$ cat src/rtl/grid_pkg.sv
// grid_pkg: shared grid geometry and the tick-sequencer state encoding.
// Holds GRID_W, GRID_H, CELLS, IDX_W, the last-cell index and the state enum.
package grid_pkg;

  localparam int GRID_W = 96;
  localparam int GRID_H = 72;
  localparam int CELLS  = GRID_W * GRID_H;
  localparam int IDX_W  = 13;

  localparam logic [IDX_W-1:0] LAST_IDX = IDX_W'(CELLS - 1);

  typedef enum logic [2:0] {
    IDLE,
    CLEAR,
    SWEEP,
    DRAIN,
    SWAP
  } state_t;

endpackage

$ cat src/rtl/grid_tick_sched_trigger.sv
// tick_trigger: frame divider plus sticky tick-pending latch.
// Ports:
//   clk_in, rst_in  clock, synchronous active-high reset
//   frame_start     one-cycle pulse per display frame
//   run_en          enables automatic ticks; low holds the divider at its start
//   step_req        one-cycle single-tick request
//   consume         scheduler accepted the pending tick
//   pending         a tick is requested and not yet consumed
module tick_trigger #(
  parameter int TICK_FRAMES = 4
) (
  input  logic clk_in,
  input  logic rst_in,
  input  logic frame_start,
  input  logic run_en,
  input  logic step_req,
  input  logic consume,
  output logic pending
);

  localparam int FW = (TICK_FRAMES > 1) ? $clog2(TICK_FRAMES) : 1;
  localparam logic [FW-1:0] RELOAD = FW'(TICK_FRAMES - 1);

  // Down-counter of frames remaining; reaching 0 on a pulse is the wrap.
  logic [FW-1:0] frames_left;
  logic          wrap;

  assign wrap = run_en && frame_start && (frames_left == '0);

  always_ff @(posedge clk_in) begin
    if (rst_in) begin
      frames_left <= RELOAD;
      pending     <= 1'b0;
    end else begin
      if (!run_en)
        frames_left <= RELOAD;
      else if (frame_start)
        frames_left <= wrap ? RELOAD : frames_left - FW'(1);

      // Consume wins so requests overlapping the accept collapse into it.
      if (consume)
        pending <= 1'b0;
      else if (wrap || step_req)
        pending <= 1'b1;
    end
  end

endmodule

$ cat src/rtl/grid_tick_sched.sv
// grid_tick_sched: sequences one simulation tick of the people grid.
// Optional clear of the write bank (macro GRID_CLEAR_EN), then a valid/ready
// sweep of cell indices 0..CELLS-1 into the mover, a drain wait, and a bank swap.
// Ports:
//   clk_in, rst_in           clock, synchronous active-high reset
//   frame_start, run_en,
//   step_req                 tick triggers (see tick_trigger)
//   cell_idx/valid/ready     index handshake to the mover
//   mover_idle               mover has no outstanding writes
//   clr_addr, clr_we         clear writes into the write bank (data 0)
//   rd_bank                  old-grid bank; write bank is ~rd_bank
//   busy, tick_done,
//   tick_count               status
//
// state | meaning
// IDLE  | waiting for a pending tick
// CLEAR | zeroing write bank, one address per cycle
// SWEEP | offering cell indices to the mover
// DRAIN | waiting for the mover to finish its writes
// SWAP  | toggle banks, count the tick, pulse tick_done
module grid_tick_sched
  import grid_pkg::*;
#(
  parameter int TICK_FRAMES = 4
) (
  input  logic             clk_in,
  input  logic             rst_in,
  input  logic             frame_start,
  input  logic             run_en,
  input  logic             step_req,
  output logic [IDX_W-1:0] cell_idx,
  output logic             cell_valid,
  input  logic             cell_ready,
  input  logic             mover_idle,
  output logic [IDX_W-1:0] clr_addr,
  output logic             clr_we,
  output logic             rd_bank,
  output logic             busy,
  output logic             tick_done,
  output logic [15:0]      tick_count
);

  state_t           state_q, state_d;
  logic [IDX_W-1:0] idx_q;
  logic             pending;
  logic             consume;
  logic             idx_last;

  tick_trigger #(.TICK_FRAMES(TICK_FRAMES)) u_trigger (
    .clk_in      (clk_in),
    .rst_in      (rst_in),
    .frame_start (frame_start),
    .run_en      (run_en),
    .step_req    (step_req),
    .consume     (consume),
    .pending     (pending)
  );

  // One index counter serves both the clear walk and the sweep.
  assign idx_last = (idx_q == LAST_IDX);
  assign cell_idx = idx_q;
`ifdef GRID_CLEAR_EN
  assign clr_addr = idx_q;
`else
  assign clr_addr = '0;
`endif

  always_comb begin
    state_d    = state_q;
    consume    = 1'b0;
    cell_valid = 1'b0;
    clr_we     = 1'b0;
    tick_done  = 1'b0;
    busy       = (state_q != IDLE);
    unique case (state_q)
      IDLE: begin
        if (pending) begin
          consume = 1'b1;
`ifdef GRID_CLEAR_EN
          state_d = CLEAR;
`else
          state_d = SWEEP;
`endif
        end
      end
      CLEAR: begin
`ifdef GRID_CLEAR_EN
        clr_we = 1'b1;
        if (idx_last)
          state_d = SWEEP;
`else
        state_d = IDLE;
`endif
      end
      SWEEP: begin
        cell_valid = 1'b1;
        if (cell_ready && idx_last)
          state_d = DRAIN;
      end
      DRAIN: begin
        if (mover_idle)
          state_d = SWAP;
      end
      SWAP: begin
        tick_done = 1'b1;
        state_d   = IDLE;
      end
      default: state_d = IDLE;
    endcase
  end

  always_ff @(posedge clk_in) begin
    if (rst_in) begin
      state_q    <= IDLE;
      idx_q      <= '0;
      rd_bank    <= 1'b0;
      tick_count <= '0;
    end else begin
      state_q <= state_d;
      unique case (state_q)
        CLEAR: idx_q <= idx_last ? '0 : idx_q + IDX_W'(1);
        SWEEP: begin
          if (cell_ready)
            idx_q <= idx_last ? '0 : idx_q + IDX_W'(1);
        end
        SWAP: begin
          rd_bank    <= ~rd_bank;
          tick_count <= tick_count + 16'd1;
        end
        default: ;
      endcase
    end
  end

endmodule

$ cat config.mk
export PLATFORM = sky130hd
export DESIGN_NAME = grid_tick_sched
export DESIGN_NICKNAME = d
export VERILOG_FILES = /design/src/rtl/grid_pkg.sv /design/src/rtl/grid_tick_sched_trigger.sv /design/src/rtl/grid_tick_sched.sv
export SDC_FILE = /design/constraint.sdc
export NUM_CORES = 1
export LEC_CHECK = 0
export CORE_MARGIN = 8
export CORE_UTILIZATION = 51
export CTS_CLUSTER_DIAMETER = 50
export DETAILED_ROUTE_END_ITERATION = 10
export PLACE_DENSITY_LB_ADDON = 0.3
export SKIP_CTS_REPAIR_TIMING = 1
export SLEW_MARGIN = 20
export SYNTH_ARGS = -nofsm -noshare
export SYNTH_HDL_FRONTEND = slang
export SYNTH_SLANG_ARGS = --single-unit
$ cat constraint.sdc
create_clock -name clk_in -period 3.1 [get_ports clk_in]
set_clock_uncertainty 0.05 [all_clocks]
set_input_delay 0.62 -clock clk_in [delete_from_list [all_inputs] [get_ports clk_in]]
set_output_delay 0.62 -clock clk_in [all_outputs]
set_load 0.02 [all_outputs]
==> After elaboration in Yosys (flattened, before gate mapping) <==
Index checks and enable logic that the tools add are counted.
{ "word_totals": {"elab_cells": 44, "output_inout_bits": 47, "register_bits": 36} }
{ "op_classes": {"n_reduce_logical": 12, "eq_ne": 9, "n_mux": 12, "addsub": 3, "n_bitwise": 2} }
{ "ops": {"columns": ["operator", "count"], "rows": [
  ["13-bit 2-to-1 mux", 2],
  ["13-bit one-hot mux with 2 select lines", 1],
  ["16-bit by 1-bit adder with 16-bit output (second input constant)", 1],
  ["13-bit by 1-bit adder with 13-bit output (second input constant)", 1],
  ["13-bit equality test (second input constant)", 1],
  ["3-bit 2-to-1 mux", 3],
  ["3-bit one-hot mux with 3 select lines", 1],
  ["3-bit by 2-bit equality test with 1-bit output (second input constant)", 2],
  ["2-bit != test (second input constant)", 3],
  ["1-bit 2-to-1 mux", 4],
  ["2-bit OR reduction", 2],
  ["3-bit by 1-bit equality test with 1-bit output (second input constant)", 1],
  ["3-bit equality test (second input constant)", 1],
  ["1-bit logical AND", 3],
  ["3-bit logical NOT", 1],
  ["3-bit AND reduction", 1],
  ["3-bit nonzero test", 1],
  ["2-bit logical NOT", 1],
  ["2-bit 2-to-1 mux", 1],
  ["2-bit by 1-bit != test with 1-bit output (second input constant)", 1],
  ["1-bit inverter", 2],
  ["2-bit AND reduction", 1],
  ["2-bit nonzero test", 1],
  ["2-bit by 1-bit subtractor with 2-bit output (second input constant)", 1],
  ["1-bit logical OR", 1]
]} }

==> Depth between registers and ports, before layout <==
Gate-level depths: netlist of run 1.
{ "depth": {"depth_word": 4, "mapped_depth": 6, "ltp_nobuf": 5} }

==> Modules after synthesis <==
Synthesis of run 1 repeated with hierarchy kept, for this count alone.
{ "hier_totals": {"hier_cells": 210, "area_unflattened_um2": 1858.0} }
{ "modules_own_cells": {"columns": ["module", "cells_each", "area_each_um2", "n_inst", "seq_area_each_um2"], "rows": [
  ["grid_tick_sched", 196, 1722.9, 1, 660.6],
  ["tick_trigger", 14, 135.1, 1, 60.1]
]} }

==> Least setup slack after synthesis of run 1 <==
Ideal clock, no wire load.
{ "synth_path": {"path_type": "register to register", "start": "register tick_count[2]", "end": "register tick_count[13]", "t_arrival_ns": 1.628, "period_less_slack_ns": 1.800, "setup_slack_ns": 1.300, "path_buffers": 1, "path_stages_with_launch": 6, "path_cell_list": "dfxtp_1 -> buf_2 -> nand3_1 -> nor4_4 -> nand3_2 -> mux2_4"} }
{ "synth_via": {"elab_chain_len": 1} }
{ "synth_lines": {"columns": ["item", "line_no", "source"], "rows": [
  ["start, declared", "grid_tick_sched.sv:40", "output logic [15:0] tick_count"],
  ["start signal, assigned", "grid_tick_sched.sv:128", "tick_count <= tick_count + 16'd1;"],
  ["16-bit by 1-bit adder with 16-bit output", "grid_tick_sched.sv:128", null]
]} }
Every way passes these cells.
A chain may end at the register's enable or synchronous reset.

==> Worst setup path in the final report of run 1 <==
{ "layout_path": {"start": "register state_q[2]", "end": "output tick_done"} }
{ "layout_via": {"elab_chain_len": 2} }
{ "layout_lines": {"columns": ["item", "line_no", "source"], "rows": [
  ["start, declared", "grid_tick_sched.sv:43", "state_t state_q, state_d;"],
  ["start signal, assigned", "grid_tick_sched.sv:119", "state_q <= state_d;"],
  ["3-bit equality test", "grid_tick_sched.sv:75", "unique case (state_q)"],
  ["1-bit 2-to-1 mux", "grid_tick_sched.sv:75", null],
  ["end, declared", "grid_tick_sched.sv:39", "output logic tick_done,"]
]} }
Every way passes these cells.

==> results by group, run 1 <==
Outcome
  • Outcome: finished clean

Global route
  • Gr usage total: 0.145
  • Vias in the first global route: 1558
  • Initial antenna violation count: 0
  • Global route total overflow: 0
  • First-pass GRT wire length: 7290 microns
  • Largest net degree at the start of global routing: 21

Cells and area
  • Area growth from synthesis to layout: 26.4%
  • Layout cell share with drive strength beyond 1: 0.100
  • Fill cells: 284
  • Final #Nets: 268
  • Inserted Diodes: 0

Synthesis
  • Yosys warns: 0
  • Synth Flop Type: dfxtp_1
  • Area contributors post-synth: dfxtp_1 (37%), xnor2_1 (6.3%), buf_4 (5.8%)
  • Post-synthesis cell count: 220
  • Seq/Total Area, Yosys: 0.372
  • Area leader, netlist: dfxtp_1
  • Post-Syn Area: 1940 sq um
  • Post-synth cell types: 52
  • Post-synth ARST share: 0
  • Number of synthesized flops with an enable pin: 0
  • Syn Area/Cell: 8.80 sq um
  • Register bit total from synthesis: 36
  • Top-area cell type share of the netlist area: 0.372

Power and ir drop
  • Sw frac: 0.202
  • Maximum vdd drop: 0.283 mV
  • Power share of the combinational group: 0.064
  • Leakage: 0.875 nW
  • Seq pwr share: 0.423
  • Pint: 0.897 mW
  • Clock power share: 0.513
  • Switch Pwr: 0.227 mW
  • Pwr dens: 459 nW/um^2

Route
  • Initial DRC Count: 57
  • Residual DRC: 0
  • WL/cell: 14.0 microns
  • DR pass1 iterations: 4
  • Detailed-route via count: 1615
  • ANT nets after route: 0
  • WL final: 4290 microns
  • Avg Vias per Cell: 5.26

Critical path
  • Bufs and invs on worst path: 2
  • CP startpoint kind: register
  • Top delay family on crit path: buffers and inverters
  • Worst Path Max Fanout: 11
  • Worst path max stage delay: 0.60 ns
  • R2R cell count: 4
  • WP data required: 2.43 ns
  • Worst EP arrival: 2.07 ns
  • Critical Path End Type: output port
  • CP max-delay cell: clkdlybuf4s50_1
  • WP depth: 3
  • CP Cell Sequence: or3b_4 -> inv_6 -> clkdlybuf4s50_1
  • Path type of the worst setup path: reg2out

STA
  • Hold Fails Final Rpt: 0
  • Worst Max-Slew Pin Slew: 0.520 ns
  • Setup TNS: 0 ns
  • Final min period: 2.74 ns
  • Hold Slack: 0.429 ns
  • Max transition margin: 0.644
  • Max-slew violation count: 0
  • Final Cycle Share: 0.885
  • Setup violators final: 0
  • Top achievable clock speed: 365 MHz
  • RSZ-0062 raised after global routing: no

Flow run
  • Maxcap violations: 0

Die
  • I/O pin count: 54
  • Row count: 22
  • Die height: 77.6 microns
  • DIE WIDTH: 77.6 microns
  • Core area: 3660 sq um
  • Die area: 6020 sq um
  • Starting Density: 0.529

Clock tree
  • CTS tree: done
  • TritonCTS Buffers: 5
  • Root Driver: clkbuf_8
  • Clock latency on the worst-skew pair: 0.29 ns
  • Max clock buf depth: 2
  • Clk pin slew, worst setup/hold paths: 0.08 ns
  • Clk sinks: 36
  • H-tree depth: 2

Placed design
  • Buffers added on ports: 39
  • DP HPWL: 3060 microns
  • GP Congestion: 0.798

Worst hold path
  • Hold path cells: 2
  • Hold Crit Class: reg2reg
-- metal layers --
layer,vias up,track usage,wire length [microns]
met5,-,0,0
met4,0,0.0642,87
met3,8,0.0472,247
met2,43,0.233,2040
met1,748,0.172,1910
li1,816,-,-
-- cell usage after synthesis (2+ instances only) --
cell      number
a211oi_1       2
a21oi_1       12
and2_1         3
buf_2          3
buf_4         15
buf_6          2
clkbuf_1       2
dfxtp_1       36
ha_1           3
inv_1          9
nand2_1       12
nand2b_1       3
nand3_1        9
nand4_1        6
nor2_1        27
nor2b_1        4
nor3_1         5
nor4_2         3
o21ai_0        6
o31ai_1        4
or3_1          5
or4_1          4
xnor2_1       14
xor2_1         3
-- logic make-up after synthesis --
family                   Yosys count  share of synthesized area
AO/OA/AOI/OAI                     34                      0.121
XOR/XNOR                          17                     0.0769
adder cells (fa/ha/maj)            3                     0.0194
buffers and inverters             33                      0.105
flip-flops                        36                      0.372
multiplexers                       3                     0.0187
other                              1                    0.00194
AND/OR/NAND/NOR                   93                      0.284
-- path summary, 6_finish.rpt --
kind	from	slack, ns	endpoint
hold / removal	u_trigger.frames_left[1]$_SDFFE_PP1P_	0.43	u_trigger.frames_left[1]$_SDFFE_PP1P_
setup reg to reg	state_q[2]$_SDFFE_PP0P_	1.01	tick_count[13]$_SDFFE_PP0P_
hold reg to reg	u_trigger.frames_left[1]$_SDFFE_PP1P_	0.43	u_trigger.frames_left[1]$_SDFFE_PP1P_
setup / recovery	state_q[2]$_SDFFE_PP0P_	0.36	tick_done
-- worst min-delay path: cells and delay by family (launching register included) --
family | cells | cell delay (ns)
DFF | 1 | 0.32
AOI/OAI and AO/OA | 1 | 0.07
and+or+nand+nor | 1 | 0.06
-- layout make-up --
cell class | count | area (sq um) | share of cell area
well taps | 48 | 60.1 | 0.0245
repair buffers | 41 | 405 | 0.166
clock inverters | 3 | 90.1 | 0.0368
clock buffers | 5 | 68.8 | 0.0281
multi-input cells | 164 | 1060 | 0.433
flip-flops and latches | 36 | 721 | 0.294
inverters | 10 | 42.5 | 0.0174
-- stage by stage --
stage / area (sq um) / total power [mW] / instances / utilization / setup slack (ns)
after CTS: 2450 / 1.13 / 307 / 0.668 / 0.344
after global placement: 2290 / 0.555 / 299 / 0.625 / 0.703
after detailed placement: 2290 / 0.556 / 299 / 0.625 / 0.675
after floorplan: 1980 / 0.547 / 233 / - / 1.30
after global routing: 2450 / 1.16 / 307 / 0.668 / 0.272
final: 2450 / 1.12 / 307 / 0.668 / 0.357
-- registers in the layout (all words and copies together), names as in the netlist --
signal / flops
cell_idx: 13
rd_bank: 1
state_q: 3
tick_count: 16
u_trigger.frames_left: 2
u_trigger.pending: 1
-- power groups by stage --
stage	combinational (mW)	clock [mW]	sequential, mW
floorplan	0.0638	0	0.483
global placement	0.0698	0	0.486
detailed placement	0.0704	0	0.486
CTS	0.0714	0.582	0.475
global route	0.0779	0.602	0.476
finish	0.0718	0.576	0.475
-- layout by cell type (no fill, tap or decap), types with 2 or more instances in the layout --
cell and instances:
or4_1 4, buf_4 2, nor4_2 3, xnor2_1 14, nor2_1 27, nand2_1 12, a211oi_1 2, nor3_1 5
and2_1 3, nand2b_1 3, o21ai_0 6, conb_1 14, ha_1 3, nand4_1 6, dfxtp_1 36, inv_1 9
o31ai_1 4, xor2_1 3, bufinv_16 3, clkbuf_8 5, clkdlybuf4s50_1 39, nand3_1 9, or3_1 5, nor2b_1 4
a21oi_1 12
Power figures use the tool's default switching activity.
==> inputs of run 2 (changes only) <==
CAP_MARGIN = 20   (was default)
CTS_CLUSTER_SIZE = 24   (was default)
==> results of run 2 <==
Same layout as run 1: the final DEF is identical, and so are final timing and power.
==> inputs of run 3 (changes only) <==
CORE_UTILIZATION = 40   (was 51)
==> run 3 against run 2 <==
Effect of this change:
- worst setup slack gained 0.013 ns
- non-clock buffer count is the same
- clock power shrank 41%
- die area grew 22%
- sequential share of layout area grew 0.76 points
- sequential power is essentially flat
- critical path depth is the same
==> results by group, run 3 (synthesized netlist as in run 1, its figures left out) <==
Critical path
  • Register-to-Register Setup Slack: 1.05 ns
  • CP startpoint kind: register
  • Worst EP arrival: 2.06 ns
  • CP Cell Sequence: or3b_4 -> inv_6 -> clkdlybuf4s50_1
  • CP max-delay cell: clkdlybuf4s50_1
  • Top delay family on crit path: buffers and inverters
  • Worst r2r src: state_q[2]$_SDFFE_PP0P_
  • Critical Path End Type: output port
  • Bufs and invs on worst path: 2
  • Worst Path Max Fanout: 11
  • Worst path max stage delay: 0.61 ns
  • Path type of the worst setup path: reg2out
  • R2R cell count: 4
  • R2R Path End: tick_count[13]$_SDFFE_PP0P_
  • WP data required: 2.43 ns

Route
  • DR pass1 iterations: 4
  • WL final: 4180 microns
  • Initial DRC Count: 92
  • Detailed-route via count: 1571
  • Avg Vias per Cell: 5.02
  • Residual DRC: 0
  • WL/cell: 13.4 microns
  • ANT nets after route: 0

STA
  • RSZ-0062 raised after global routing: no
  • Final min period: 2.73 ns
  • Setup TNS: 0 ns
  • Top achievable clock speed: 366 MHz
  • Worst Max-Slew Pin Slew: 0.567 ns
  • Max transition margin: 0.612
  • Final Cycle Share: 0.881
  • Hold Fails Final Rpt: 0
  • Setup violators final: 0
  • Max-slew violation count: 0

Global route
  • Largest net degree at the start of global routing: 28
  • Gr usage total: 0.118
  • First-pass GRT wire length: 7110 microns
  • Initial antenna violation count: 0
  • Vias in the first global route: 1519
  • Global route total overflow: 0

Power and ir drop
  • Pwr dens: 371 nW/um^2
  • Pint: 0.676 mW
  • Pwr Total: 0.884 mW
  • Clock power share: 0.381
  • Switch Pwr: 0.208 mW
  • Sw frac: 0.236
  • Seq pwr share: 0.538
  • Maximum vdd drop: 0.221 mV
  • Leakage: 0.842 nW
  • Power share of the combinational group: 0.081

Clock tree
  • TritonCTS Buffers: 5
  • Clock latency on the worst-skew pair: 0.28 ns
  • Root Driver: clkbuf_8
  • Max clock buf depth: 2
  • CTS tree: done
  • H-tree depth: 2
  • Clk sinks: 36
  • Clk pin slew, worst setup/hold paths: 0.07 ns

Die
  • Core area: 4690 sq um
  • Row count: 25
  • Die height: 85.6 microns
  • I/O pin count: 54
  • DIE WIDTH: 85.6 microns
  • Die area: 7320 sq um
  • Starting Density: 0.413

Worst hold path
  • Hold path start: u_trigger.frames_left[1]$_SDFFE_PP1P_
  • Hold path cells: 2
  • Worst Hold Path EP: u_trigger.frames_left[1]$_SDFFE_PP1P_
  • Hold Crit Class: reg2reg

Placed design
  • DP HPWL: 3060 microns
  • GP Congestion: 0.768
  • Dpl cells: 305
  • Buffers added on ports: 39

Cells and area
  • Utilization after layout: 0.509
  • Inserted Diodes: 0
  • Most common cell after layout, fill and taps aside: clkdlybuf4s50_1
  • Layout cell share with drive strength beyond 1: 0.0927
  • Max reg flops: 16
  • Fin cells: 313
  • Area growth from synthesis to layout: 23.3%
  • Register with the most flip-flops: tick_count
  • Final #Nets: 268
  • Most frequent cells in the layout: clkdlybuf4s50_1 (39), dfxtp_1 (36), nor2_1 (27), xnor2_1 (14), conb_1 (14)

Outcome
  • Outcome: finished clean

Flow run
  • Maxcap violations: 0
[run 3: cell types whose count changed in the layout (fill, tap and decap cells not counted), sizes merged]
cell and change:
bufinv -3, clkbuf +3
[run 3: worst min-delay path: stages, from the launching register on]
cell     delay, ns
dfxtp_1       0.33
o21ai_0       0.07
nand2_1       0.06
[run 3: through the flow]
step / instance area [sq um] / hold WS, ns / setup WS (ns)
after floorplan: 1980 / 0.393 / 1.30
after global placement: 2300 / 0.403 / 0.707
after detailed placement: 2300 / 0.418 / 0.683
after CTS: 2390 / 0.435 / 0.360
after global routing: 2390 / 0.489 / 0.310
final: 2390 / 0.433 / 0.370
[run 3: final cells by class]
| cell class | count | area (sq um) |
|---|---|---|
| Inverter | 10 | 42.5 |
| Fill cell | 475 | 2310 |
| Timing Repair Buffer | 41 | 405 |
| Clock buffer | 8 | 90.1 |
| Sequential cell | 36 | 721 |
| Tap cell | 54 | 67.6 |
| Multi-Input combinational cell | 164 | 1060 |
[run 3: per-layer routing]
metal	up-vias	wire length, microns	track usage
met5	-	0	0
met4	0	29	0.0350
met3	5	336	0.0564
met2	41	1850	0.190
met1	708	1960	0.136
li1	817	-	-
[run 3: worst max path at each step]
| stage | start | end | slack [ns] | cells past startpoint |
|---|---|---|---|---|
| floorplan | tick_count[2]$_SDFFE_PP0P_ | tick_count[13]$_SDFFE_PP0P_ | 1.30 | 5 |
| global placement | state_q[2]$_SDFFE_PP0P_ | tick_done | 0.71 | 3 |
| detailed placement | state_q[2]$_SDFFE_PP0P_ | tick_done | 0.68 | 3 |
| CTS | state_q[2]$_SDFFE_PP0P_ | tick_done | 0.36 | 3 |
| global route | state_q[2]$_SDFFE_PP0P_ | tick_done | 0.31 | 3 |
| finish | state_q[2]$_SDFFE_PP0P_ | tick_done | 0.37 | 3 |
[run 3: power groups by stage]
stage / Sequential [mW] / Clock, mW / Combinational (mW)
floorplan: 0.483 / 0 / 0.0638
global placement: 0.486 / 0 / 0.0704
detailed placement: 0.486 / 0 / 0.0709
CTS: 0.475 / 0.350 / 0.0712
global route: 0.476 / 0.377 / 0.0780
finish: 0.476 / 0.337 / 0.0714
